File: config.mk
export PLATFORM = sky130hd
export DESIGN_NAME = uart_rx
export DESIGN_NICKNAME = d
export VERILOG_FILES = /design/src/rtl/uart_pkg.sv /design/src/rtl/uart_rx_tick_gen.sv /design/src/rtl/uart_rx.sv
export SDC_FILE = /design/constraint.sdc
export NUM_CORES = 1
export LEC_CHECK = 0
export BUFFER_PORTS_ARGS = -buffer_cell sky130_fd_sc_hd__buf_2
export CORE_ASPECT_RATIO = 2
export CORE_MARGIN = 8
export CORE_UTILIZATION = 36
export CTS_CLUSTER_SIZE = 14
export DETAILED_ROUTE_END_ITERATION = 10
export GPL_ROUTABILITY_DRIVEN = 0
export GPL_TIMING_DRIVEN = 0
export PLACE_DENSITY = 0.56
export SLEW_MARGIN = 40
export SYNTH_ARGS = -nofsm -noshare
export SYNTH_HDL_FRONTEND = slang
export SYNTH_SLANG_ARGS = --single-unit
File: constraint.sdc
create_clock -name clk -period 3.8 [get_ports clk]
set_clock_uncertainty 0.15 [all_clocks]
set_input_delay 0.38 -clock clk [delete_from_list [all_inputs] [get_ports clk]]
set_output_delay 0.38 -clock clk [all_outputs]
set_load 0.1 [all_outputs]
File: src/rtl/uart_pkg.sv
// Shared definitions for the UART receiver: FSM encoding, oversampling
// constants and the per-rate tick divisors for a 50 MHz clock.
package uart_pkg;

    // FSM state encoding
    localparam logic [1:0] ST_IDLE  = 2'd0;
    localparam logic [1:0] ST_START = 2'd1;
    localparam logic [1:0] ST_DATA  = 2'd2;
    localparam logic [1:0] ST_STOP  = 2'd3;

    // Oversampling: 16 ticks per bit, mid-bit of the start bit at sample 7
    localparam int         OVERSAMPLE  = 16;
    localparam logic [3:0] MID_SAMPLE  = 4'd7;
    localparam logic [3:0] LAST_SAMPLE = 4'(OVERSAMPLE - 1);

    // Clock cycles per oversample tick
    localparam logic [7:0] DIV_19200  = 8'd163;
    localparam logic [7:0] DIV_38400  = 8'd81;
    localparam logic [7:0] DIV_76800  = 8'd41;
    localparam logic [7:0] DIV_153600 = 8'd20;

    // Map a rate select code onto its tick divisor
    function automatic logic [7:0] baud_divisor(input logic [1:0] sel);
        logic [7:0] div;
        case (sel)
            2'b00:   div = DIV_19200;
            2'b01:   div = DIV_38400;
            2'b10:   div = DIV_76800;
            2'b11:   div = DIV_153600;
            default: div = DIV_19200;
        endcase
        return div;
    endfunction

endpackage

File: src/rtl/uart_rx_tick_gen.sv
// 16x oversample tick generator. The counter runs 0..div-1 and the tick is
// high while the counter sits at div-1; clr restarts the bit timing so the
// first tick of a frame lands a full tick period after the start edge.
module uart_rx_tick_gen
    import uart_pkg::*;
(
    input  logic       clk,
    input  logic       rst,
    input  logic       clr,
    input  logic [1:0] baud_sel,
    output logic       tick
);

    logic [7:0] r_cnt;
    logic [7:0] w_div_m1;

    assign w_div_m1 = baud_divisor(baud_sel) - 8'd1;
    assign tick     = (r_cnt == w_div_m1);

    // Tick counter: clear on reset or frame start, otherwise count and wrap
    always_ff @(posedge clk) begin
        if (rst) begin
            r_cnt <= 8'd0;
        end else if (clr) begin
            r_cnt <= 8'd0;
        end else if (r_cnt >= w_div_m1) begin
            // >= keeps the counter bounded even if the divisor ever shrinks
            r_cnt <= 8'd0;
        end else begin
            r_cnt <= r_cnt + 8'd1;
        end
    end

endmodule

File: src/rtl/uart_rx.sv
// UART receiver, 8N1, 16x oversampled. The line is synchronised, a falling
// edge starts a frame, the start bit is re-checked at mid-bit, data bits and
// the stop bit are sampled at their centres. All outputs are registered.
module uart_rx
    import uart_pkg::*;
(
    input  logic       clk,
    input  logic       rst,
    input  logic [1:0] baud_rate,
    input  logic       rx,
    output logic [7:0] data_out,
    output logic       data_valid,
    output logic       frame_err,
    output logic       busy
);

    logic       r_sync1;
    logic       r_sync2;
    logic       r_hist;
    logic [1:0] r_state;
    logic [1:0] r_frame_baud;
    logic [3:0] r_sample_cnt;
    logic [2:0] r_bit_idx;
    logic [7:0] r_shift;
    logic [7:0] r_data_out;
    logic       r_data_valid;
    logic       r_frame_err;
    logic       r_busy;

    logic       w_rx;
    logic       w_fall;
    logic       w_tick;
    logic       w_start_det;
    logic       w_mid_start;
    logic       w_mid_bit;
    logic [1:0] w_state_nxt;

    assign w_rx        = r_sync2;
    assign w_fall      = r_hist & ~r_sync2;
    assign w_mid_start = w_tick & (r_sample_cnt == MID_SAMPLE);
    assign w_mid_bit   = w_tick & (r_sample_cnt == LAST_SAMPLE);

    assign data_out   = r_data_out;
    assign data_valid = r_data_valid;
    assign frame_err  = r_frame_err;
    assign busy       = r_busy;

    uart_rx_tick_gen u_tick_gen (
        .clk      (clk),
        .rst      (rst),
        .clr      (w_start_det),
        .baud_sel (r_frame_baud),
        .tick     (w_tick)
    );

    // Two-flop synchroniser plus history flop; idle-high after reset
    always_ff @(posedge clk) begin
        if (rst) begin
            r_sync1 <= 1'b1;
            r_sync2 <= 1'b1;
            r_hist  <= 1'b1;
        end else begin
            r_sync1 <= rx;
            r_sync2 <= r_sync1;
            r_hist  <= r_sync2;
        end
    end

    // Next-state decode for the frame FSM
    always_comb begin
        w_state_nxt = r_state;
        w_start_det = 1'b0;
        case (r_state)
            ST_IDLE: begin
                if (w_fall) begin
                    w_state_nxt = ST_START;
                    w_start_det = 1'b1;
                end else begin
                    w_state_nxt = ST_IDLE;
                end
            end
            ST_START: begin
                if (w_mid_start) begin
                    // A line back high at mid start bit was only a glitch
                    w_state_nxt = w_rx ? ST_IDLE : ST_DATA;
                end else begin
                    w_state_nxt = ST_START;
                end
            end
            ST_DATA: begin
                if (w_mid_bit && (r_bit_idx == 3'd7)) begin
                    w_state_nxt = ST_STOP;
                end else begin
                    w_state_nxt = ST_DATA;
                end
            end
            ST_STOP: begin
                if (w_mid_bit) begin
                    w_state_nxt = ST_IDLE;
                end else begin
                    w_state_nxt = ST_STOP;
                end
            end
            default: begin
                w_state_nxt = ST_IDLE;
            end
        endcase
    end

    // State register and busy flag, kept in lock-step with the state
    always_ff @(posedge clk) begin
        if (rst) begin
            r_state <= ST_IDLE;
            r_busy  <= 1'b0;
        end else begin
            r_state <= w_state_nxt;
            r_busy  <= (w_state_nxt != ST_IDLE);
        end
    end

    // Frame rate latch, sample counter, bit index and shift register
    always_ff @(posedge clk) begin
        if (rst) begin
            r_frame_baud <= 2'b00;
            r_sample_cnt <= 4'd0;
            r_bit_idx    <= 3'd0;
            r_shift      <= 8'h00;
        end else begin
            case (r_state)
                ST_IDLE: begin
                    if (w_start_det) begin
                        r_frame_baud <= baud_rate;
                        r_sample_cnt <= 4'd0;
                        r_bit_idx    <= 3'd0;
                    end
                end
                ST_START: begin
                    if (w_mid_start) begin
                        // Realign so later samples fall 16 ticks apart from here
                        r_sample_cnt <= 4'd0;
                    end else if (w_tick) begin
                        r_sample_cnt <= r_sample_cnt + 4'd1;
                    end
                end
                ST_DATA: begin
                    if (w_tick) begin
                        r_sample_cnt <= r_sample_cnt + 4'd1;
                    end
                    if (w_mid_bit) begin
                        r_shift   <= {w_rx, r_shift[7:1]};
                        r_bit_idx <= r_bit_idx + 3'd1;
                    end
                end
                ST_STOP: begin
                    if (w_tick) begin
                        r_sample_cnt <= r_sample_cnt + 4'd1;
                    end
                end
                default: begin
                    r_sample_cnt <= 4'd0;
                    r_bit_idx    <= 3'd0;
                end
            endcase
        end
    end

    // Output register: data_out and single-cycle result pulses
    always_ff @(posedge clk) begin
        if (rst) begin
            r_data_out   <= 8'h00;
            r_data_valid <= 1'b0;
            r_frame_err  <= 1'b0;
        end else begin
            r_data_valid <= 1'b0;
            r_frame_err  <= 1'b0;
            if ((r_state == ST_STOP) && w_mid_bit) begin
                if (w_rx) begin
                    r_data_out   <= r_shift;
                    r_data_valid <= 1'b1;
                end else begin
                    r_frame_err  <= 1'b1;
                end
            end
        end
    end

endmodule

## Word-level counts from Yosys, hierarchy flattened

Cells that the tools add are included.

| operators by class | value |
|---|---|
| muxes and demuxes | 18 |
| reduce and logical (&&, ||, !) cells | 13 |
| bitwise logic cells | 5 |
| $lt $le $gt $ge | 1 |
| add/sub/neg operators | 4 |
| equal/unequal tests | 12 |

Operators with widths:

| kind | count |
|---|---|
| 8-bit case mux with 4 select lines | 1 |
| 4-bit two-way mux | 3 |
| 4-bit case mux with 3 select lines | 1 |
| 8-bit by 1-bit adder with 8-bit output (second input constant) | 1 |
| 2-bit equality test (second input constant) | 4 |
| 8-bit equality test | 1 |
| 8-bit greater-or-equal comparator | 1 |
| 2-bit case mux with 4 select lines | 1 |
| 8-bit by 1-bit subtractor with 8-bit output (second input constant) | 1 |
| 1-bit two-way mux | 6 |
| 2-bit two-way mux | 3 |
| 3-bit two-way mux | 2 |
| 3-bit case mux with 2 select lines | 1 |
| 2-bit AND reduction | 3 |
| 4-bit by 1-bit adder with 4-bit output (second input constant) | 1 |
| 2-bit by 1-bit equality test with 1-bit output (second input constant) | 2 |
| 4-bit by 3-bit equality test with 1-bit output (second input constant) | 1 |
| 4-bit equality test (second input constant) | 1 |
| 2-bit logical NOT | 2 |
| 2-bit nonzero test | 2 |
| 2-bit OR reduction | 2 |
| 3-bit by 1-bit adder with 3-bit output (second input constant) | 1 |
| 1-bit AND | 3 |
| 3-bit equality test (second input constant) | 1 |
| other kinds (6) | 8 |

| storage, ports and cells | value |
|---|---|
| register bits after elaboration | 41 |
| output and inout port bits | 11 |
| logic and storage cells | 66 |
| bits of input ports | 5 |

## Depth between registers and ports, before layout

Gate-level depths: netlist of the first run.

| logic depth | value |
|---|---|
| word-level depth | 9 |
| depth in mapped cells | 11 |
| gate-level depth less buffers | 10 |

## Cells and area by module

From an unflattened synthesis of the first run, not the netlist that was laid out.

| unflattened totals | value |
|---|---|
| cells, all modules | 222 |
| area total of the unflattened synthesis | 1996.9 um^2 |

Modules (own cells, without submodules):

| module | cells an instance | sequential area each (um^2) | times used | area an instance (um^2) |
|---|---|---|---|---|
| uart_rx | 152 | 660.6 | 1 | 1347.5 |
| uart_rx_tick_gen | 70 | 160.2 | 1 | 649.4 |

## Worst setup path before layout of the first run

OpenSTA, ideal clock, no wires.

| timing path | value |
|---|---|
| path kind | reg-to-reg |
| from | register r_frame_baud[0] |
| to | register r_busy (netlist: busy) |
| clock period less this slack | 2983 ps |
| setup time | 134 ps |
| cell stages (with the launch flop) | 10 |
| required time | 3516 ps |
| path buffers | 0 |
| path slack | 817 ps |
| arrival | 2699 ps |
| path through | dfxtp_1 -> inv_1 -> ha_1 -> nand2b_1 -> o32a_1 -> ha_1 -> nand4_4 -> nor4_4 -> a211oi_1 -> or4_1 |

| between the ends | value |
|---|---|
| cells in the longest elaborated chain, start to end | 9 |
| elaborated cells on any way between the ends | 15 |
| classes of those cells | add/sub: 1; eq/ne: 4; mux: 5; bitwise: 2; reduce/logical: 3 |

RTL lines:

| item | RTL line | text |
|---|---|---|
| start, declared | uart_rx.sv:21 | `logic [1:0] r_frame_baud;` |
| start signal, assigned | uart_rx.sv:132 | `r_frame_baud <= baud_rate;` |
| 2-bit equality test (tied with other cells) | uart_pkg.sv:25 | `case (sel)` |
| 8-bit case mux with 4 select lines (*) | uart_pkg.sv:25 |  |
| 8-bit by 1-bit subtractor with 8-bit output (*) | uart_rx_tick_gen.sv:17 | `assign w_div_m1 = baud_divisor(baud_sel) - 8'd1;` |
| 8-bit equality test (*) | uart_rx_tick_gen.sv:18 | `assign tick = (r_cnt == w_div_m1);` |
| 1-bit AND | uart_rx.sv:41 | `assign w_mid_bit = w_tick & (r_sample_cnt == LAST_SAMPLE);` |
| 1-bit logical AND | uart_rx.sv:91 | `if (w_mid_bit && (r_bit_idx == 3'd7)) begin` |
| 1-bit two-way mux | uart_rx.sv:91 |  |
| 2-bit case mux with 4 select lines (*) | uart_rx.sv:73 | `case (r_state)` |
| 2-bit nonzero test (*) | uart_rx.sv:117 | `r_busy <= (w_state_nxt != ST_IDLE);` |
| end signal, assigned | uart_rx.sv:117 |  |
| end, declared | uart_rx.sv:28 | `logic r_busy;` |

Mark *: on every way between the ends. The rest lies on a longest branch, timed or not.
A chain may end at the register's enable or synchronous reset.

## Worst setup path in the final report of the first run

Same ends and word-level chain as after synthesis.

==> summary by stage, run 1 <==
Outcome
The run finished with clean final reports.

Drt
After detailed routing, the number of vias per cell comes to 5.61. The final routed wirelength across all metal layers is 4450 µm. After detailed routing, the number of remaining DRC violations is 0.

The total number of vias is about 1800. The detail-routed net length per standard cell is 14.1 µm. The number of violations reported at the end of detailed-routing iteration 0 is 72. The length of the first detailed-routing pass in iterations is 4. The remaining number of nets flagged by the antenna check after routing is 0.

Clock tree
TritonCTS built the clock tree. The TritonCTS sink count is 41. The maximum clock path buffer count is 2. Buffers inserted during clock tree synthesis total 5. After clock tree synthesis, the clock-pin slew on the worst setup and hold paths is 50 ps. The clock reaches the later pin of the worst-skew pair after 280 ps. The post-cts resize count is 0. The clock tree synthesis step divided the H-tree into 2 levels. In this run the post-CTS setup repair buffer count came out at 0.

The number of hold buffers added after CTS was 0. CTS placed an instance of sky130_fd_sc_hd__clkbuf_16 at the clock tree root.

Synth
The cell type contributing the most total cell area after synthesis is sky130_fd_sc_hd__dfxtp_1. The Yosys warning count is 0. The cell count after synthesis is 231. Ranked by total cell area, the synthesized netlist is headed by sky130_fd_sc_hd__dfxtp_1 (40%), sky130_fd_sc_hd__ha_1 (11%), sky130_fd_sc_hd__a21oi_1 (6.9%). The cell area after synthesis is 2030 µm². The number of synthesized register bits is 41. The per-instance average area after synthesis is 8.80 µm². The share of synthesized area in the top cell type comes to 0.404. The sequential element share of the synthesized area is 0.404. Counting distinct cell types in the post-synthesis netlist gives 39.

The net count after synthesis is 254.

Finish
The number of nets in the final layout is 276. 0 antenna diodes ended up in the layout. The finished layout holds 315 standard cells, fillers aside. The cell area after layout is 2350 µm². The area growth from synthesis to final layout is 15.8%. In the final layout, the share of cells above drive strength 1 is 0.122. The final-layout fill cell count is between 500 and 600.

STA
The final-report max-slew violation count is 0. The headroom to the max-slew limit is 0.582. Setup repair after global routing left no endpoint under its margin.

The setup TNS is 0 ps. The final period demand of the worst path is 3440 ps. Setup violations remaining at the end of the flow were counted as 0.

Hold timing on the final database bottoms out at a slack of around 150 ps. The highest achievable clock rate is 291 MHz. The actual slew at the worst max-slew pin is around 620 ps. The hold violation total from the final report is 0. In the finished design, the share of the clock period the worst path needs comes to 0.905.

Die
After floorplanning, the core was divided into 39 placement rows. The die is ~120 µm tall. The die span in x is 69.1 µm. The initial utilization of the core area, before any placement, comes to 0.365. The area of the core region is 5560 µm². The top-level I/O count is 16. The overall die area is 8450 µm².

GRT
In the global route stage, met2 resource usage came out at 0.163. Across every metal layer, demand over resource in global routing totals 0.102. The met1 usage in global routing is 0.134. The first global-routing pass estimated ~7500 µm of wire.

The initial antenna violation count was 0. The via count of the first global-routing pass is 1662. Entering global routing, the biggest net connects 14 pins.

For met3 alone, demand over resource in global routing was 0.0235. The layer flagged by global routing as most heavily used is met2. The remaining global-route overflow is 0.

Critical path
The worst register-to-register path has a setup slack of 360 ps. The largest fanout on the critical path is 9. The worst setup path is launched from a flip-flop. The endpoint required time on the critical path is between 3000 and 4000 ps. The worst setup path is captured at a flip-flop.

The signal arrival time at the worst endpoint is 3430 ps. The start-to-end type of the worst setup path is reg -> reg. Measured in cells, the most critical reg-to-reg path has a length of 9.

Placement
The count of buffers added on input and output ports is 15. The post-DP HPWL is 3250 µm. The post-placement cell area is between 2000 and 2500 µm². The number of instances in the placed design is 307.

Worst hold path
The worst hold path passes through 2 cells. The class of the worst hold path is in -> reg.

Power
In this run the static leakage power is 0.931 nW. Dividing total power by cell area gives a power density of 405 nW/µm². Overall power consumption after layout is estimated at ~0.95 mW. The largest voltage drop on the vdd net is ~0.31 mV.

Flow run
Across the run, the number of max-cap violations was 0.
[layout by cell type (no fill, tap or decap), types with 5 or more instances in the layout]
cell / n
sky130_fd_sc_hd__buf_2: 16
sky130_fd_sc_hd__clkbuf_16: 5
sky130_fd_sc_hd__nand3_1: 13
sky130_fd_sc_hd__nor2_1: 7
sky130_fd_sc_hd__inv_1: 10
sky130_fd_sc_hd__a211oi_1: 11
sky130_fd_sc_hd__o21ai_0: 9
sky130_fd_sc_hd__nand2_1: 26
sky130_fd_sc_hd__xor2_1: 5
sky130_fd_sc_hd__clkbuf_1: 8
sky130_fd_sc_hd__ha_1: 18
sky130_fd_sc_hd__a21oi_1: 28
sky130_fd_sc_hd__nand4_1: 9
sky130_fd_sc_hd__dfxtp_1: 41
[synth_stat cells]
library cell / instances
sky130_fd_sc_hd__a211oi_1: 11
sky130_fd_sc_hd__nor2b_1: 1
sky130_fd_sc_hd__buf_1: 1
sky130_fd_sc_hd__or4_1: 3
sky130_fd_sc_hd__clkbuf_1: 8
sky130_fd_sc_hd__and4_1: 2
sky130_fd_sc_hd__nor4_4: 1
sky130_fd_sc_hd__nand2_1: 26
sky130_fd_sc_hd__nor4_2: 1
sky130_fd_sc_hd__nand2b_1: 4
sky130_fd_sc_hd__a21oi_1: 28
sky130_fd_sc_hd__nor2_1: 7
sky130_fd_sc_hd__o2111ai_1: 1
sky130_fd_sc_hd__dfxtp_1: 41
sky130_fd_sc_hd__and2_1: 1
sky130_fd_sc_hd__a21o_1: 2
sky130_fd_sc_hd__nor4_1: 2
sky130_fd_sc_hd__xnor2_1: 2
sky130_fd_sc_hd__o32a_1: 1
sky130_fd_sc_hd__o211a_1: 1
sky130_fd_sc_hd__o21bai_1: 1
sky130_fd_sc_hd__nor4b_1: 2
sky130_fd_sc_hd__buf_2: 1
sky130_fd_sc_hd__nand3b_1: 2
sky130_fd_sc_hd__o21ai_0: 9
sky130_fd_sc_hd__and3_1: 3
sky130_fd_sc_hd__nand4_2: 1
sky130_fd_sc_hd__xor2_1: 5
sky130_fd_sc_hd__and2_0: 1
sky130_fd_sc_hd__nor3_1: 2
sky130_fd_sc_hd__ha_1: 18
sky130_fd_sc_hd__o211ai_1: 3
sky130_fd_sc_hd__nand4_4: 1
sky130_fd_sc_hd__inv_1: 10
sky130_fd_sc_hd__nand3_1: 13
sky130_fd_sc_hd__a31oi_1: 1
sky130_fd_sc_hd__nand4_1: 9
sky130_fd_sc_hd__or2_2: 3
sky130_fd_sc_hd__or3_1: 2
[power breakdown]
| group | total (mW) | internal [mW] | switching [mW] |
|---|---|---|---|
| combinational | 0.0653 | 0.0206 | 0.0448 |
| sequential | 0.443 | 0.437 | 0.00620 |
| clock | 0.444 | 0.281 | 0.163 |
[logic make-up (layout without fill, tap and decap cells)]
group,count (synthesis),after routing,synth area share
AO/OA/AOI/OAI,58,58,0.171
flip-flops,41,41,0.404
AND/OR/NAND/NOR,87,87,0.247
XOR/XNOR,7,7,0.0302
buffers and inverters,20,43,0.0375
adder cells (fa/ha/maj),18,18,0.111
[area by class of cell]
cell class | instances | area (µm²) | share of cell area
Tap cell | 61 | 76.3 | 0.0324
Sequential cell | 41 | 821 | 0.349
Clock inverter | 1 | 8.76 | 0.00372
Buffer | 10 | 38.8 | 0.0165
Clock buffer | 7 | 153 | 0.0648
Timing Repair Buffer | 15 | 75.1 | 0.0319
Multi-Input combinational cell | 170 | 1140 | 0.486
Inverter | 10 | 37.5 | 0.0159
[routing by layer]
metal / vias up / routed length (µm)
met3: 6 / 149
met2: 28 / 2080
met5: - / 0
met4: 0 / 47
met1: 847 / 2180
li1: 886 / -
[worst max-delay path, cell delays in order, from the launching register on]
cell and delay, ps:
sky130_fd_sc_hd__dfxtp_1 450, sky130_fd_sc_hd__inv_1 130, sky130_fd_sc_hd__ha_1 210, sky130_fd_sc_hd__nand2b_1 150, sky130_fd_sc_hd__o32a_1 340, sky130_fd_sc_hd__ha_1 350
sky130_fd_sc_hd__nand4_4 210, sky130_fd_sc_hd__nor4_4 590, sky130_fd_sc_hd__a211oi_1 180, sky130_fd_sc_hd__or4_1 550
[through the flow]
step,setup slack [ps],util
after floorplan,817,-
after global placement,483,0.393
after detailed placement,438,0.393
after CTS,417,0.422
after global routing,159,0.423
final,361,0.423
[final timing paths]
kind / from / endpoint
worst max-delay path: r_frame_baud[0] / busy
worst min-delay path: rx / r_sync1
worst max register to register: r_frame_baud[0] / busy
worst min register to register: r_sync1 / r_sync2
[registers in the layout (all words and copies together), names as in the netlist]
signal / count
data_out: 8
r_shift: 8
u_tick_gen.r_cnt: 8
r_sample_cnt: 4
r_bit_idx: 3
r_frame_baud: 2
r_state: 2
busy: 1
data_valid: 1
frame_err: 1
r_hist: 1
r_sync1: 1
r_sync2: 1
(Power assumes the default switching activity.)
==> run 2, diff against run 1 <==
--- a/config.mk
+++ b/config.mk
@@ -5,7 +5,7 @@
 export SDC_FILE = /design/constraint.sdc
 export NUM_CORES = 1
 export LEC_CHECK = 0
-export BUFFER_PORTS_ARGS = -buffer_cell sky130_fd_sc_hd__buf_2
+export BUFFER_PORTS_ARGS = -buffer_cell sky130_fd_sc_hd__buf_4
 export CORE_ASPECT_RATIO = 2
 export CORE_MARGIN = 8
 export CORE_UTILIZATION = 36
==> summary by stage, run 2 (synthesized netlist as in run 1, its figures left out) <==
Outcome
The run finished with clean final reports.

Drt
For this block, the routed nets add up to ~4500 µm of wire. In this run the remaining antenna-violating nets after routing total 0. The ratio of routed vias to standard cells is 5.48. After detailed routing, the number of remaining DRC violations is 0. The detail-routed net length per standard cell is ~14 µm.

The length of the first detailed-routing pass in iterations is 4. The total number of vias is 1725. The number of violations reported at the end of detailed-routing iteration 0 is 109.

GRT
Entering global routing, the biggest net connects 14 pins. The first global-routing pass estimated 7570 µm of wire. The met3 layer usage reported by global route is 0.0243.

The via count of the first global-routing pass came to 1613. The initial antenna violation count is 0. The global routing usage summed across all routing layers is 0.105. The global routing met2 resource utilization is 0.168.

The met1 usage in global routing is 0.135. The remaining global-route overflow is 0. The busiest metal layer after global routing is met2.

Clock tree
The number of buffers created by CTS is 5. The number of levels the H-tree was split into is 2. The clock tree from TritonCTS is yes. After clock tree synthesis, the setup repair step added 0 buffers. The cts-stage hold buffer count is 0.

The maximum clock path buffer count is 2. After clock tree synthesis, the clock-pin slew on the worst setup and hold paths is ~50 ps. The cell at the root of the clock tree is sky130_fd_sc_hd__clkbuf_16.

The post-cts resize count is 0. Clock latency on the worst-skew pair, taken at its later pin, is between 200 and 300 ps. The clock net in this run drives a total of 41 sinks.

Die
The initial utilization of the core area, before any placement, comes to 0.365. The die span in x is 69.1 µm. 16 I/O pins were placed. The cell row count is 39.

The overall die area is approximately 8500 µm². After floorplanning, the core was sized to cover 5560 µm². The vertical die dimension is 122 µm.

Critical path
The critical path startpoint is r_frame_baud[0]. The largest fanout on the critical path is 9. The worst setup path is launched from a flip-flop. Data arrives at the worst endpoint at 3390 ps. The endpoint required time on the critical path is 3790 ps. The worst register-to-register path begins at r_frame_baud[0]. The endpoint of the most critical setup path is busy. The start-to-end type of the worst setup path is reg -> reg. The type of destination of the critical path is a flip-flop. In this run the register-to-register setup slack is between 300 and 400 ps. The worst register-to-register path has a depth of 9. The worst register-to-register path ends at busy.

STA
Once routing completed, OpenROAD measured the worst setup slack at approximately 400 ps. Timing would allow up to 294 MHz. Setup violations remaining at the end of the flow were counted as 0. The setup TNS is 0 ps. The final period demand of the worst path is 3400 ps. The final-report max-slew violation count is 0.

The headroom to the max-slew limit is 0.572. The actual slew at the worst max-slew pin is between 600 and 700 ps. The hold violation total from the final report is 0.

The final worst-path cycle share is 0.895. Setup repair after global routing left no endpoint under its margin.

Worst hold path
The worst hold path belongs to the class in -> reg.

Finish
The most common cell after layout, fill and taps aside is sky130_fd_sc_hd__dfxtp_1. After the flow finishes, the layout carries non-filler instances totaling 315. Compared with the post-synthesis result, the final layout area differs by 17.7%. The final layout contains 276 nets. Leaving out fill and tap cells, the most frequent cells in the layout are sky130_fd_sc_hd__dfxtp_1 (41), sky130_fd_sc_hd__a21oi_1 (28), sky130_fd_sc_hd__nand2_1 (26).

The filler cells instantiated in the layout total 602. Of the cells placed in the final design, the portion with a size suffix greater than 1 is 0.122. The final antenna diode count is 0.

Flow run
The reported max-cap violation count is 0.

Placement
Counting tap cells, the placed design contains a total of 307 instances. The post-DP HPWL is 3320 µm. The number of I/O port buffers is 15. The worst-case setup slack after placement is around 400 ps.

Power
In this run the static leakage power is 0.933 nW. The worst-case IR drop observed on VDD is between 0.3 and 0.4 mV. For this design the ratio of total power to cell area is about 400 nW/µm².
run 2: changes by cell type in the layout (fill, tap and decap cells not counted):
cell                    change
sky130_fd_sc_hd__buf_4     +15
sky130_fd_sc_hd__buf_2     -15
run 2: metal layers:
| metal | wire length, µm | share of wire | vias up |
|---|---|---|---|
| met5 | 0 | 0 | - |
| met4 | 60 | 0.013 | 0 |
| met2 | 2090 | 0.47 | 26 |
| met3 | 148 | 0.033 | 7 |
| li1 | - | - | 881 |
| met1 | 2190 | 0.49 | 811 |
run 2: where the power goes:
part	switching [mW]	internal (mW)
clock network	0.165	0.281
registers	0.00619	0.437
logic	0.0453	0.0224
total	0.217	0.740
run 2: metrics by stage:
step	instance area, µm²	total power [mW]	hold slack [ps]	util
2_1_floorplan	2030	0.500	239	-
3_3_place_gp	2220	0.518	255	0.399
3_5_place_dp	2230	0.520	263	0.401
4_1_cts	2390	0.968	137	0.430
5_1_grt	2390	0.991	145	0.430
6_report	2390	0.957	142	0.430
run 2: how the worst min path moves through the flow:
stage | from | end | cells after the start
detailed placement | r_sync1 | r_sync2 | 1
global route | rx | r_sync1 | 2
finish | rx | r_sync1 | 2
CTS | rx | r_sync1 | 2
global placement | r_sync1 | r_sync2 | 1
floorplan | r_sync1 | r_sync2 | 1
run 2: worst max-delay path: stages, from the launching register on:
cell and delay, ps:
sky130_fd_sc_hd__dfxtp_1 440, sky130_fd_sc_hd__inv_1 120, sky130_fd_sc_hd__ha_1 200, sky130_fd_sc_hd__nand2b_1 150
sky130_fd_sc_hd__o32a_1 340, sky130_fd_sc_hd__ha_1 340, sky130_fd_sc_hd__nand4_4 210, sky130_fd_sc_hd__nor4_4 590
sky130_fd_sc_hd__a211oi_1 160, sky130_fd_sc_hd__or4_1 550
run 2: cell type report:
cell class	instances	area, µm²	area share
clock buffers	7	153	0.0638
repair buffers	15	113	0.0471
well taps	61	76.3	0.0319
multi-input cells	170	1140	0.479
inverters	10	37.5	0.0157
plain buffers	10	38.8	0.0162
flip-flops and latches	41	821	0.343
clock inverters	1	8.76	0.00366
